$ cat src/rtl/sram_pixel_engine.sv
`default_nettype none
// ============================================================================
// sram_pixel_engine: 1bpp SRAM framebuffer controller (display fetch, plot, erase)
// Rev 1.0
// ============================================================================
module sram_pixel_engine #(
  parameter int H_VISIBLE  = 640,
  parameter int V_VISIBLE  = 480,
  parameter int WORD_W     = 16,
  parameter int ADDR_W     = 18,
  parameter int ERASE_LINE = 481
) (
  input  logic              clk,
  input  logic              reset,
  input  logic [10:0]       hcounter,
  input  logic [9:0]        vcounter,
  input  logic              erase_button,
  input  logic              plot_valid,
  input  logic [10:0]       plot_x,
  input  logic [9:0]        plot_y,
  output logic              plot_ready,
  input  logic              ready,
  output logic [ADDR_W-1:0] address,
  input  logic [WORD_W-1:0] data_read,
  output logic [WORD_W-1:0] data_write,
  output logic              read,
  output logic              write,
  output logic [WORD_W-1:0] pixel_buf,
  output logic              pixel_valid,
  output logic              erase_busy,
  output logic [3:0]        ram_state
);

  localparam int WPL       = H_VISIBLE / WORD_W;
  localparam int TOTAL     = WPL * V_VISIBLE;
  localparam int WORD_LOG2 = $clog2(WORD_W);

  localparam logic [10:0]       H_VIS_L   = 11'(H_VISIBLE);
  localparam logic [9:0]        V_VIS_L   = 10'(V_VISIBLE);
  localparam logic [9:0]        ERASE_L   = 10'(ERASE_LINE);
  localparam logic [ADDR_W-1:0] WPL_L     = ADDR_W'(WPL);
  localparam logic [ADDR_W-1:0] LAST_ADDR = ADDR_W'(TOTAL - 1);

  typedef enum logic [3:0] {
    IDLE       = 4'd0,
    FETCH_REQ  = 4'd1,
    FETCH_STB  = 4'd2,
    FETCH_DATA = 4'd3,
    PLOT_REQ   = 4'd4,
    PLOT_STB   = 4'd5,
    PLOT_MOD   = 4'd6,
    PLOT_WR    = 4'd7,
    ERASE_WR   = 4'd8,
    ERASE_STB  = 4'd9,
    ERASE_NEXT = 4'd10
  } state_t;

  state_t              state_q, state_d;
  logic                fetch_pending_q, fetch_pending_d;
  logic [ADDR_W-1:0]   fetch_addr_q, fetch_addr_d;
  logic                erase_pending_q, erase_pending_d;
  logic                erase_busy_q, erase_busy_d;
  logic [ADDR_W-1:0]   erase_ptr_q, erase_ptr_d;
  logic [10:0]         plot_x_q, plot_x_d;
  logic [9:0]          plot_y_q, plot_y_d;
  logic [ADDR_W-1:0]   address_q, address_d;
  logic [WORD_W-1:0]   data_write_q, data_write_d;
  logic [WORD_W-1:0]   pixel_buf_q, pixel_buf_d;
  logic                pixel_valid_q, pixel_valid_d;

  logic                fetch_trig, erase_trig, plot_oob;
  logic [ADDR_W-1:0]   fetch_addr_now, plot_addr;
  logic [WORD_W-1:0]   plot_mask;

  assign fetch_trig = (hcounter[WORD_LOG2-1:0] == '0) && (hcounter < H_VIS_L) &&
                      (vcounter < V_VIS_L);
  assign erase_trig = (hcounter == 11'd0) && (vcounter == ERASE_L) && erase_button &&
                      !erase_busy_q;
  assign plot_oob   = (plot_x >= H_VIS_L) || (plot_y >= V_VIS_L);

  assign fetch_addr_now = ADDR_W'(vcounter) * WPL_L + ADDR_W'(hcounter >> WORD_LOG2);
  assign plot_addr      = ADDR_W'(plot_y_q) * WPL_L + ADDR_W'(plot_x_q >> WORD_LOG2);
  assign plot_mask      = WORD_W'(1) << plot_x_q[WORD_LOG2-1:0];

  always_comb begin
    state_d         = state_q;
    fetch_pending_d = fetch_pending_q;
    fetch_addr_d    = fetch_addr_q;
    erase_pending_d = erase_pending_q;
    erase_busy_d    = erase_busy_q;
    erase_ptr_d     = erase_ptr_q;
    plot_x_d        = plot_x_q;
    plot_y_d        = plot_y_q;
    address_d       = address_q;
    data_write_d    = data_write_q;
    pixel_buf_d     = pixel_buf_q;
    pixel_valid_d   = 1'b0;
    read            = 1'b0;
    write           = 1'b0;
    plot_ready      = (state_q == IDLE) && !fetch_pending_q && !erase_busy_q &&
                      (vcounter >= V_VIS_L);

    case (state_q)
      IDLE: begin
        if (fetch_pending_q) begin
          state_d = FETCH_REQ;
        end else if (erase_pending_q) begin
          state_d = ERASE_WR;
        end else if (plot_valid && plot_ready && !plot_oob) begin
          plot_x_d = plot_x;
          plot_y_d = plot_y;
          state_d  = PLOT_REQ;
        end
      end
      FETCH_REQ: if (ready) begin
        address_d = fetch_addr_q;
        state_d   = FETCH_STB;
      end
      FETCH_STB: begin
        read    = 1'b1;
        state_d = FETCH_DATA;
      end
      FETCH_DATA: begin
        pixel_buf_d     = data_read;
        pixel_valid_d   = 1'b1;
        fetch_pending_d = 1'b0;
        state_d         = IDLE;
      end
      PLOT_REQ: if (ready) begin
        address_d = plot_addr;
        state_d   = PLOT_STB;
      end
      PLOT_STB: begin
        read    = 1'b1;
        state_d = PLOT_MOD;
      end
      PLOT_MOD: begin
        data_write_d = data_read | plot_mask;
        state_d      = PLOT_WR;
      end
      PLOT_WR: if (ready) begin
        write   = 1'b1;
        state_d = IDLE;
      end
      ERASE_WR: if (ready) begin
        address_d    = erase_ptr_q;
        data_write_d = '0;
        state_d      = ERASE_STB;
      end
      ERASE_STB: begin
        write       = 1'b1;
        erase_ptr_d = erase_ptr_q + 1'b1;
        if (erase_ptr_q == LAST_ADDR) begin
          erase_busy_d    = 1'b0;
          erase_pending_d = 1'b0;
          state_d         = IDLE;
        end else begin
          state_d = ERASE_NEXT;
        end
      end
      // Passing back through IDLE lets a pending display fetch cut in.
      ERASE_NEXT: state_d = IDLE;
      default:    state_d = IDLE;
    endcase

    // A new trigger outranks the clear in FETCH_DATA so it is never lost.
    if (fetch_trig) begin
      fetch_pending_d = 1'b1;
      fetch_addr_d    = fetch_addr_now;
    end
    if (erase_trig) begin
      erase_pending_d = 1'b1;
      erase_busy_d    = 1'b1;
      erase_ptr_d     = '0;
    end
  end

  always_ff @(posedge clk) begin
    if (reset) begin
      state_q         <= IDLE;
      fetch_pending_q <= 1'b0;
      fetch_addr_q    <= '0;
      erase_pending_q <= 1'b0;
      erase_busy_q    <= 1'b0;
      erase_ptr_q     <= '0;
      plot_x_q        <= '0;
      plot_y_q        <= '0;
      address_q       <= '0;
      data_write_q    <= '0;
      pixel_buf_q     <= '0;
      pixel_valid_q   <= 1'b0;
    end else begin
      state_q         <= state_d;
      fetch_pending_q <= fetch_pending_d;
      fetch_addr_q    <= fetch_addr_d;
      erase_pending_q <= erase_pending_d;
      erase_busy_q    <= erase_busy_d;
      erase_ptr_q     <= erase_ptr_d;
      plot_x_q        <= plot_x_d;
      plot_y_q        <= plot_y_d;
      address_q       <= address_d;
      data_write_q    <= data_write_d;
      pixel_buf_q     <= pixel_buf_d;
      pixel_valid_q   <= pixel_valid_d;
    end
  end

  assign address     = address_q;
  assign data_write  = data_write_q;
  assign pixel_buf   = pixel_buf_q;
  assign pixel_valid = pixel_valid_q;
  assign erase_busy  = erase_busy_q;
  assign ram_state   = state_q;

endmodule
`default_nettype wire

$ cat config.mk
export PLATFORM = sky130hd
export DESIGN_NAME = sram_pixel_engine
export DESIGN_NICKNAME = d
export VERILOG_FILES = /design/src/rtl/sram_pixel_engine.sv
export SDC_FILE = /design/constraint.sdc
export NUM_CORES = 1
export LEC_CHECK = 0
export BUFFER_PORTS_ARGS = -buffer_cell sky130_fd_sc_hd__buf_2
export CORE_MARGIN = 1
export CORE_UTILIZATION = 38
export CTS_BUF_LIST = sky130_fd_sc_hd__clkbuf_4
export DETAILED_ROUTE_END_ITERATION = 8
export GPL_TIMING_DRIVEN = 1
export PLACE_DENSITY_LB_ADDON = 0.15
export SLEW_MARGIN = 20
export SYNTH_ARGS = -nofsm -noshare
export SYNTH_HDL_FRONTEND = slang
export SYNTH_SLANG_ARGS = --single-unit
$ cat constraint.sdc
create_clock -name clk -period 3.5 [get_ports clk]
set_clock_uncertainty 0.2 [all_clocks]
set_input_delay 0.525 -clock clk [delete_from_list [all_inputs] [get_ports clk]]
set_output_delay 0.525 -clock clk [all_outputs]
set_load 0.1 [all_outputs]
==> results.rst, run 1 <==
.. list-table::
   :header-rows: 1

   * - Metric
     - Value
   * - Antenna diode count
     - 0
   * - Total placed instance area
     - 0.007330 mm2
   * - Detailed-route wire length on metal 1
     - 8.766 mm
   * - Wire length of the first global-routing pass
     - 27.99 mm
   * - Clock latency at the later pin of the worst-skew pair
     - 0.51 ns
   * - Final design instance area without fill
     - 0.007670 mm2
   * - Number of global-route vias before repair
     - 5585
   * - Master of the slowest instance on the critical path
     - sky130_fd_sc_hd__or4b_4
   * - Wire length on met3
     - 686 um
   * - Maximum cell stage delay along the critical path
     - 0.52 ns
   * - Lkg Pwr
     - 3.163 nW
   * - Worst-case setup slack after placement
     - 0.08768 ns
   * - Number of max-capacitance violations reported
     - 0
   * - Post-synthesis instance area
     - 0.006401 mm2
   * - Number of synthesized flops with an enable pin
     - 0
   * - Num rows
     - 47
   * - Endpoint required time on the critical path
     - 3.77 ns
   * - Placed Cells
     - 1105
   * - Initial standard-cell utilization of the core
     - 38.74%
   * - Power per Cell Area
     - 614.2 mW/mm2
   * - Post-layout min period
     - 3.367 ns
   * - H-tree Lvls
     - 4
   * - Total clock buffers created by CTS
     - 17
   * - Async set or reset register ratio after synthesis
     - 0%
   * - Final hold violation count
     - 0
   * - Met2 WL
     - 7.326 mm
   * - Post-CTS Repair Setup Buffers
     - 0
   * - Area inside the core boundary
     - 0.01652 mm2
   * - Period utilization
     - 96.19%
   * - Cell type with the highest occurrence count on the critical path
     - sky130_fd_sc_hd__ha_1
   * - Clock transition time at the flip-flop clock pins of the worst setup and hold paths
     - 0.11 ns
   * - Overall overflow remaining after global route
     - 0
   * - Routed len/inst
     - 15.00 um
   * - Worst-case headroom to the max-slew limit
     - 41.49%
   * - CP max FO
     - 3
   * - Syn. warnings
     - 0
   * - Worst hold-check path type
     - primary input to flip-flop
   * - Crit path setup slack, layout
     - 0.1334 ns
   * - TritonCTS clock tree
     - built
   * - DP Wirelength
     - 12.93 mm
   * - Setup crit end kind
     - flip-flop
   * - Largest voltage drop on the vdd net
     - 613.4 uV
   * - Number of antenna violations at the first check in global routing
     - 0
   * - Sequential Area
     - 0.002263 mm2
   * - Commonest non-fill, non-tap cells in the layout
     - sky130_fd_sc_hd__buf_2, sky130_fd_sc_hd__dfxtp_1, sky130_fd_sc_hd__nor2_1
   * - Critical path cell sequence
     - ha_1, ha_1, fa_2, and3_4, or2_4, o311a_4, or4b_4, or4b_1, nand3_1
   * - Area enclosed by the die boundary
     - 0.01737 mm2
   * - I/O Pins
     - 122
   * - Initial DRT Pass Iterations
     - 5
   * - Worst slew pin tran
     - 0.8750 ns
   * - Sum of routed wire length over all layers
     - 17.07 mm
   * - Remaining DRCs
     - 0
   * - Ratio of routed vias to standard cells
     - 5.288
   * - Top FF cell, synth
     - sky130_fd_sc_hd__dfxtp_1
   * - Multi-input logic area
     - 0.003960 mm2
   * - Post-route non-filler standard cell count
     - 1138
   * - Flop and latch count out of synthesis
     - 113
   * - Last weighted congestion value of the routability-driven placer
     - 0.8038
   * - Vertical extent of the die
     - 131.8 um
   * - Port-buffer cells
     - 121
   * - Critical path launch point type
     - flip-flop
   * - Status
     - finished clean
   * - Post-synth net total
     - 891
   * - Synthesized instance count
     - 783
   * - Layout Area Growth over Synthesis
     - 19.82%
   * - Highest metal layer used by the detailed router
     - met4
   * - Drt initial violations
     - 354
   * - Mapped Avg Cell Area
     - 8.175 um2
   * - Data arrival time at the worst-slack endpoint
     - 3.63 ns
   * - Residual antenna-violating net count after detailed routing
     - 0
   * - Fraction of layout cells with a size suffix above 1
     - 21.24%
   * - Crit Path Category
     - flip-flop to flip-flop
   * - Final-stage net count
     - 1013
   * - Aggregate global-route resource usage
     - 20.00%
   * - Clock Sinks
     - 113
   * - F_max
     - 297.0 MHz
   * - Final setup fails
     - 0
   * - Fill cell instance count of the final layout
     - 1720
   * - Bufs on Longest Clock Path
     - 2
   * - Width of the chip
     - 131.8 um
   * - Number of vias after detailed routing
     - 6018
   * - Setup repair after global routing missed its margin
     - no
   * - Number of distinct library cells after synthesis
     - 62
   * - Most common library cell in the layout ignoring fill and taps
     - sky130_fd_sc_hd__buf_2
   * - Accumulated negative setup slack
     - 0 ns
   * - Maximum number of pins on one net before global-route repair
     - 64
   * - Slew Viols, Final
     - 0
   * - Cell chosen for the clock root
     - sky130_fd_sc_hd__clkbuf_4
   * - Share of synthesized area occupied by flip-flops and latches
     - 35.34%
==> critical path: cells and delay by family, from the launching register on <==
kind	cells	cell delay [ns]
and+or+nand+nor	5	1.57
adders and majority gates	3	0.86
AOI/OAI and AO/OA	1	0.36
DFF	1	0.33
==> timing repair <==
item                       CTS  global route
resized for setup            0             4
hold buffers                 1             0
setup endpoints to repair    0             1
hold endpoints to repair     1             0
==> path summary, 6_finish.rpt <==
| kind | cells past startpoint | from | slack (ns) | end |
|---|---|---|---|---|
| max reg2reg | 9 | plot_y_q[1] | 0.13 | address[14] |
| min | 3 | data_read[7] | 0.05 | pixel_buf[7] |
| max | 9 | plot_y_q[1] | 0.13 | address[14] |
| min reg2reg | 2 | pixel_buf[8] | 0.26 | pixel_buf[8] |
==> final cells by class <==
class | instances | area share (%)
multi-input cells | 613 | 51.63
clock buffers | 20 | 1.958
clock inverters | 12 | 2.137
inverters | 15 | 0.7341
flip-flops and latches | 113 | 29.51
repair buffers | 145 | 10.44
well taps | 220 | 3.589
==> registers in the layout (all words and copies together) (netlist names), 4 cells and up <==
name          cells
pixel_buf        16
erase_ptr_q      18
plot_y_q         10
plot_x_q         11
ram_state         4
fetch_addr_q     17
data_write       16
address          18
==> layer usage <==
layer	global-route usage, %	up-vias
met3	4.114	20
met5	0	-
met2	29.95	146
met1	28.58	2779
met4	6.460	0
li1	-	3073
==> cells by family after synthesis <==
| group | after synthesis | synth area share (%) |
|---|---|---|
| fa+ha+maj | 45 | 9.265 |
| flops | 113 | 35.34 |
| compound gates | 189 | 19.20 |
| xor+xnor | 34 | 4.652 |
| mux | 22 | 3.479 |
| buf+inv | 57 | 3.440 |
| simple gates | 323 | 24.63 |
==> report_power, final <==
| group | internal [mW] | total [mW] | switching [mW] |
|---|---|---|---|
| registers | 1.40 | 1.51 | 0.107 |
| logic | 0.511 | 2.12 | 1.61 |
| clock network | 0.584 | 1.08 | 0.499 |
| total | 2.50 | 4.71 | 2.21 |
==> per-stage QoR <==
step	total power, mW	hold slack, ns	util [%]
CTS	4.747	0.002026	46.32
detailed placement	3.651	0.2441	44.36
finish	4.711	0.04515	46.41
global placement	3.648	0.2371	44.36
floorplan	3.206	0.2274	-
global route	4.977	0.003977	46.41
==> cell usage after synthesis, types with 2 or more instances <==
library cell                instances  share of area, %
sky130_fd_sc_hd__xnor2_1           14               1.9
sky130_fd_sc_hd__nand2b_1           8              0.78
sky130_fd_sc_hd__o211ai_1           4              0.47
sky130_fd_sc_hd__a211oi_1          17               2.0
sky130_fd_sc_hd__nor2_1            98               5.7
sky130_fd_sc_hd__mux2i_1           20               3.1
sky130_fd_sc_hd__nor2b_1            9              0.88
sky130_fd_sc_hd__a32oi_1            2              0.27
sky130_fd_sc_hd__or4_1              3              0.35
sky130_fd_sc_hd__a311oi_1           7              0.96
sky130_fd_sc_hd__o21ai_0           34               2.7
sky130_fd_sc_hd__and3_1            11               1.1
sky130_fd_sc_hd__and4_1             3              0.41
sky130_fd_sc_hd__o21bai_1           5              0.59
sky130_fd_sc_hd__nor3b_1            6              0.70
sky130_fd_sc_hd__a31o_2             2              0.27
sky130_fd_sc_hd__a221oi_1           9               1.2
sky130_fd_sc_hd__nand3_1           19               1.5
sky130_fd_sc_hd__mux2_2             2              0.35
sky130_fd_sc_hd__nand2_1           92               5.4
sky130_fd_sc_hd__clkbuf_1          36               2.1
sky130_fd_sc_hd__a22oi_1            5              0.59
sky130_fd_sc_hd__a2111oi_0          2              0.27
sky130_fd_sc_hd__nor4b_1            6              0.82
sky130_fd_sc_hd__ha_1              41               8.0
sky130_fd_sc_hd__o21a_1             4              0.47
sky130_fd_sc_hd__nor4_1             6              0.59
sky130_fd_sc_hd__a21oi_1           71               5.6
sky130_fd_sc_hd__nor3_1            19               1.5
sky130_fd_sc_hd__a311o_1            3              0.47
sky130_fd_sc_hd__or3_1              5              0.49
sky130_fd_sc_hd__nand3b_1           6              0.70
sky130_fd_sc_hd__a21o_1            10               1.2
sky130_fd_sc_hd__xor2_1            20               2.7
sky130_fd_sc_hd__inv_1             15              0.88
sky130_fd_sc_hd__o21ai_1            2              0.16
sky130_fd_sc_hd__nand4_1           15               1.5
sky130_fd_sc_hd__dfxtp_1          113                35
sky130_fd_sc_hd__and2_1             6              0.59
sky130_fd_sc_hd__or4b_1             4              0.63
sky130_fd_sc_hd__fa_1               4               1.3
sky130_fd_sc_hd__buf_2              5              0.39
Power figures use the tool's default switching activity.
==> run 2, diff against run 1 <==
--- a/config.mk
+++ b/config.mk
@@ -6,6 +6,7 @@
 export NUM_CORES = 1
 export LEC_CHECK = 0
 export BUFFER_PORTS_ARGS = -buffer_cell sky130_fd_sc_hd__buf_2
+export CORE_ASPECT_RATIO = 1.2
 export CORE_MARGIN = 1
 export CORE_UTILIZATION = 38
 export CTS_BUF_LIST = sky130_fd_sc_hd__clkbuf_4
==> run 2 against run 1 <==
Effect of this change: clock power is 23% lower; flip-flop and latch count stayed put; clock-buffer cell count is 2 lower; total power is 5.4% lower; largest power group unchanged.
==> results.rst, run 2 (synthesis results as in run 1) <==
.. list-table::
   :header-rows: 1

   * - Metric
     - Value
   * - Residual antenna-violating net count after detailed routing
     - 0
   * - Drt initial violations
     - 376
   * - Design internal power
     - 2.195 mW
   * - Initial DRT Pass Iterations
     - 4
   * - Final hold violation count
     - 0
   * - Critical Path Start
     - plot_y_q[3]
   * - Power per Cell Area
     - 589.7 mW/mm2
   * - Bufs on Longest Clock Path
     - 2
   * - CP max FO
     - 3
   * - Smallest hold slack
     - 0.04208 ns
   * - Final-stage net count
     - 1012
   * - Maximum number of pins on one net before global-route repair
     - 54
   * - Clock share of power
     - 18.6%
   * - Minimum setup slack among reg-to-reg paths
     - 0.14 ns
   * - H-tree Lvls
     - 4
   * - Count of cells along the worst register-to-register path
     - 9
   * - F_max
     - 297.7 MHz
   * - Overall overflow remaining after global route
     - 0
   * - Sum of routed wire length over all layers
     - 17.08 mm
   * - Ratio of routed vias to standard cells
     - 5.301
   * - Routed len/inst
     - 15.12 um
   * - Port-buffer cells
     - 121
   * - Worst-case setup slack after placement
     - 0.05412 ns
   * - I/O Pins
     - 122
   * - Aggregate global-route resource usage
     - 19.95%
   * - Setup repair after global routing missed its margin
     - no
   * - Final setup fails
     - 0
   * - Switching share of power
     - 50.73%
   * - Critical path launch point type
     - flip-flop
   * - Fraction of layout cells with a size suffix above 1
     - 21.16%
   * - Post-CTS Repair Setup Buffers
     - 0
   * - Lkg Pwr
     - 3.114 nW
   * - Reg-to-reg critical path endpoint
     - address[14]
   * - Switch Pwr
     - 2.260 mW
   * - Number of vias after detailed routing
     - 5990
   * - Clock Sinks
     - 113
   * - TritonCTS clock tree
     - built
   * - Num rows
     - 51
   * - Worst hold-check path type
     - primary input to flip-flop
   * - Cell chosen for the clock root
     - sky130_fd_sc_hd__clkbuf_4
   * - DP Wirelength
     - 12.89 mm
   * - Share of total power in sequential cells
     - 34.6%
   * - Area inside the core boundary
     - 0.01634 mm2
   * - Initial standard-cell utilization of the core
     - 39.19%
   * - Placed Cells
     - 1095
   * - Crit Path Category
     - flip-flop to flip-flop
   * - Crit path setup slack, layout
     - 0.1412 ns
   * - Area enclosed by the die boundary
     - 0.01737 mm2
   * - Number of antenna violations at the first check in global routing
     - 1
   * - Wire length of the first global-routing pass
     - 27.69 mm
   * - Critical R2R Launch
     - plot_y_q[3]
   * - Total clock buffers created by CTS
     - 17
   * - Worst-case headroom to the max-slew limit
     - 39.91%
   * - Post-layout min period
     - 3.359 ns
   * - Fill cell instance count of the final layout
     - 1720
   * - Last weighted congestion value of the routability-driven placer
     - 0.8005
   * - Slew Viols, Final
     - 0
   * - Clock transition time at the flip-flop clock pins of the worst setup and hold paths
     - 0.12 ns
   * - Post-route non-filler standard cell count
     - 1130
   * - Period utilization
     - 95.96%
   * - Endpoint required time on the critical path
     - 3.77 ns
   * - Remaining DRCs
     - 0
   * - Status
     - finished clean
   * - Most common library cell in the layout ignoring fill and taps
     - sky130_fd_sc_hd__buf_2
   * - Number of global-route vias before repair
     - 5603
   * - Width of the chip
     - 120.5 um
   * - Worst slew pin tran
     - 0.9004 ns
   * - Vertical extent of the die
     - 144.2 um
   * - Layout Area Growth over Synthesis
     - 18.02%
   * - Commonest non-fill, non-tap cells in the layout
     - sky130_fd_sc_hd__buf_2, sky130_fd_sc_hd__dfxtp_1, sky130_fd_sc_hd__nor2_1
   * - Data arrival time at the worst-slack endpoint
     - 3.63 ns
   * - Clock latency at the later pin of the worst-skew pair
     - 0.51 ns
   * - Largest voltage drop on the vdd net
     - 434.8 uV
   * - Worst setup path end
     - address[14]
   * - Setup crit end kind
     - flip-flop
   * - Number of max-capacitance violations reported
     - 0
   * - Accumulated negative setup slack
     - 0 ns
   * - Relative contribution of combinational cells to total power
     - 46.8%
## run 2: area by class of cell
cell class              instances  area, um2  area share, %
repair buffers                144      785.8          10.40
multi-input cells             613       3954          52.34
flip-flops and latches        113       2263          29.96
clock inverters                14      92.59          1.226
well taps                     212      265.3          3.511
diodes                          1      2.502        0.03312
clock buffers                  18      135.1          1.789
inverters                      15      56.30         0.7453
## run 2: worst min-delay path by stage
stage                     start               end  slack [ns]  cells after the start
2_1_floorplan  fetch_addr_q[15]  fetch_addr_q[15]        0.23                      2
3_3_place_gp      data_write[1]     data_write[1]        0.24                      2
3_5_place_dp      data_write[0]     data_write[0]        0.24                      2
4_1_cts            data_read[8]      pixel_buf[8]       0.002                      3
5_1_grt           data_read[14]     pixel_buf[14]        0.01                      3
6_report              plot_x[1]       plot_x_q[1]        0.04                      3
## run 2: worst max-delay path, cell delays in order, from the launching register on
cell                      delay (ns)
sky130_fd_sc_hd__dfxtp_2        0.35
sky130_fd_sc_hd__ha_1           0.28
sky130_fd_sc_hd__ha_2           0.20
sky130_fd_sc_hd__fa_2           0.33
sky130_fd_sc_hd__and3_1         0.22
sky130_fd_sc_hd__or2_4          0.27
sky130_fd_sc_hd__o311a_4        0.36
sky130_fd_sc_hd__or4b_4         0.52
sky130_fd_sc_hd__or4b_1         0.51
sky130_fd_sc_hd__nand3_1        0.09
## run 2: layer usage
layer / routed length (um) / vias up / global-route usage (%)
met3: 653 / 21 / 3.391
li1: - / 3076 / -
met2: 8258 / 125 / 34.24
met4: 235 / 0 / 6.368
met1: 7933 / 2768 / 25.37
met5: 0 / - / 0
## run 2: power by group through the flow
stage               clock, mW  combinational, mW  sequential, mW
global route            0.903               2.24            1.56
finish                  0.828               2.09            1.54
CTS                     0.853               2.10            1.54
global placement            0               2.08            1.57
floorplan                   0              0.934            2.27
detailed placement          0               2.09            1.57
## run 2: metrics by stage
step	cell area (um2)	total power, mW	utilization, %
finish	7555	4.455	46.25
detailed placement	7295	3.663	44.65
CTS	7542	4.495	46.17
floorplan	6409	3.206	-
global route	7555	4.700	46.25
global placement	7295	3.655	44.65
## run 2: repair_timing
action,CTS,global route
endpoints found under the hold margin,2,0
setup endpoints to repair,0,1
hold buffers,2,0
gates resized for setup,0,4
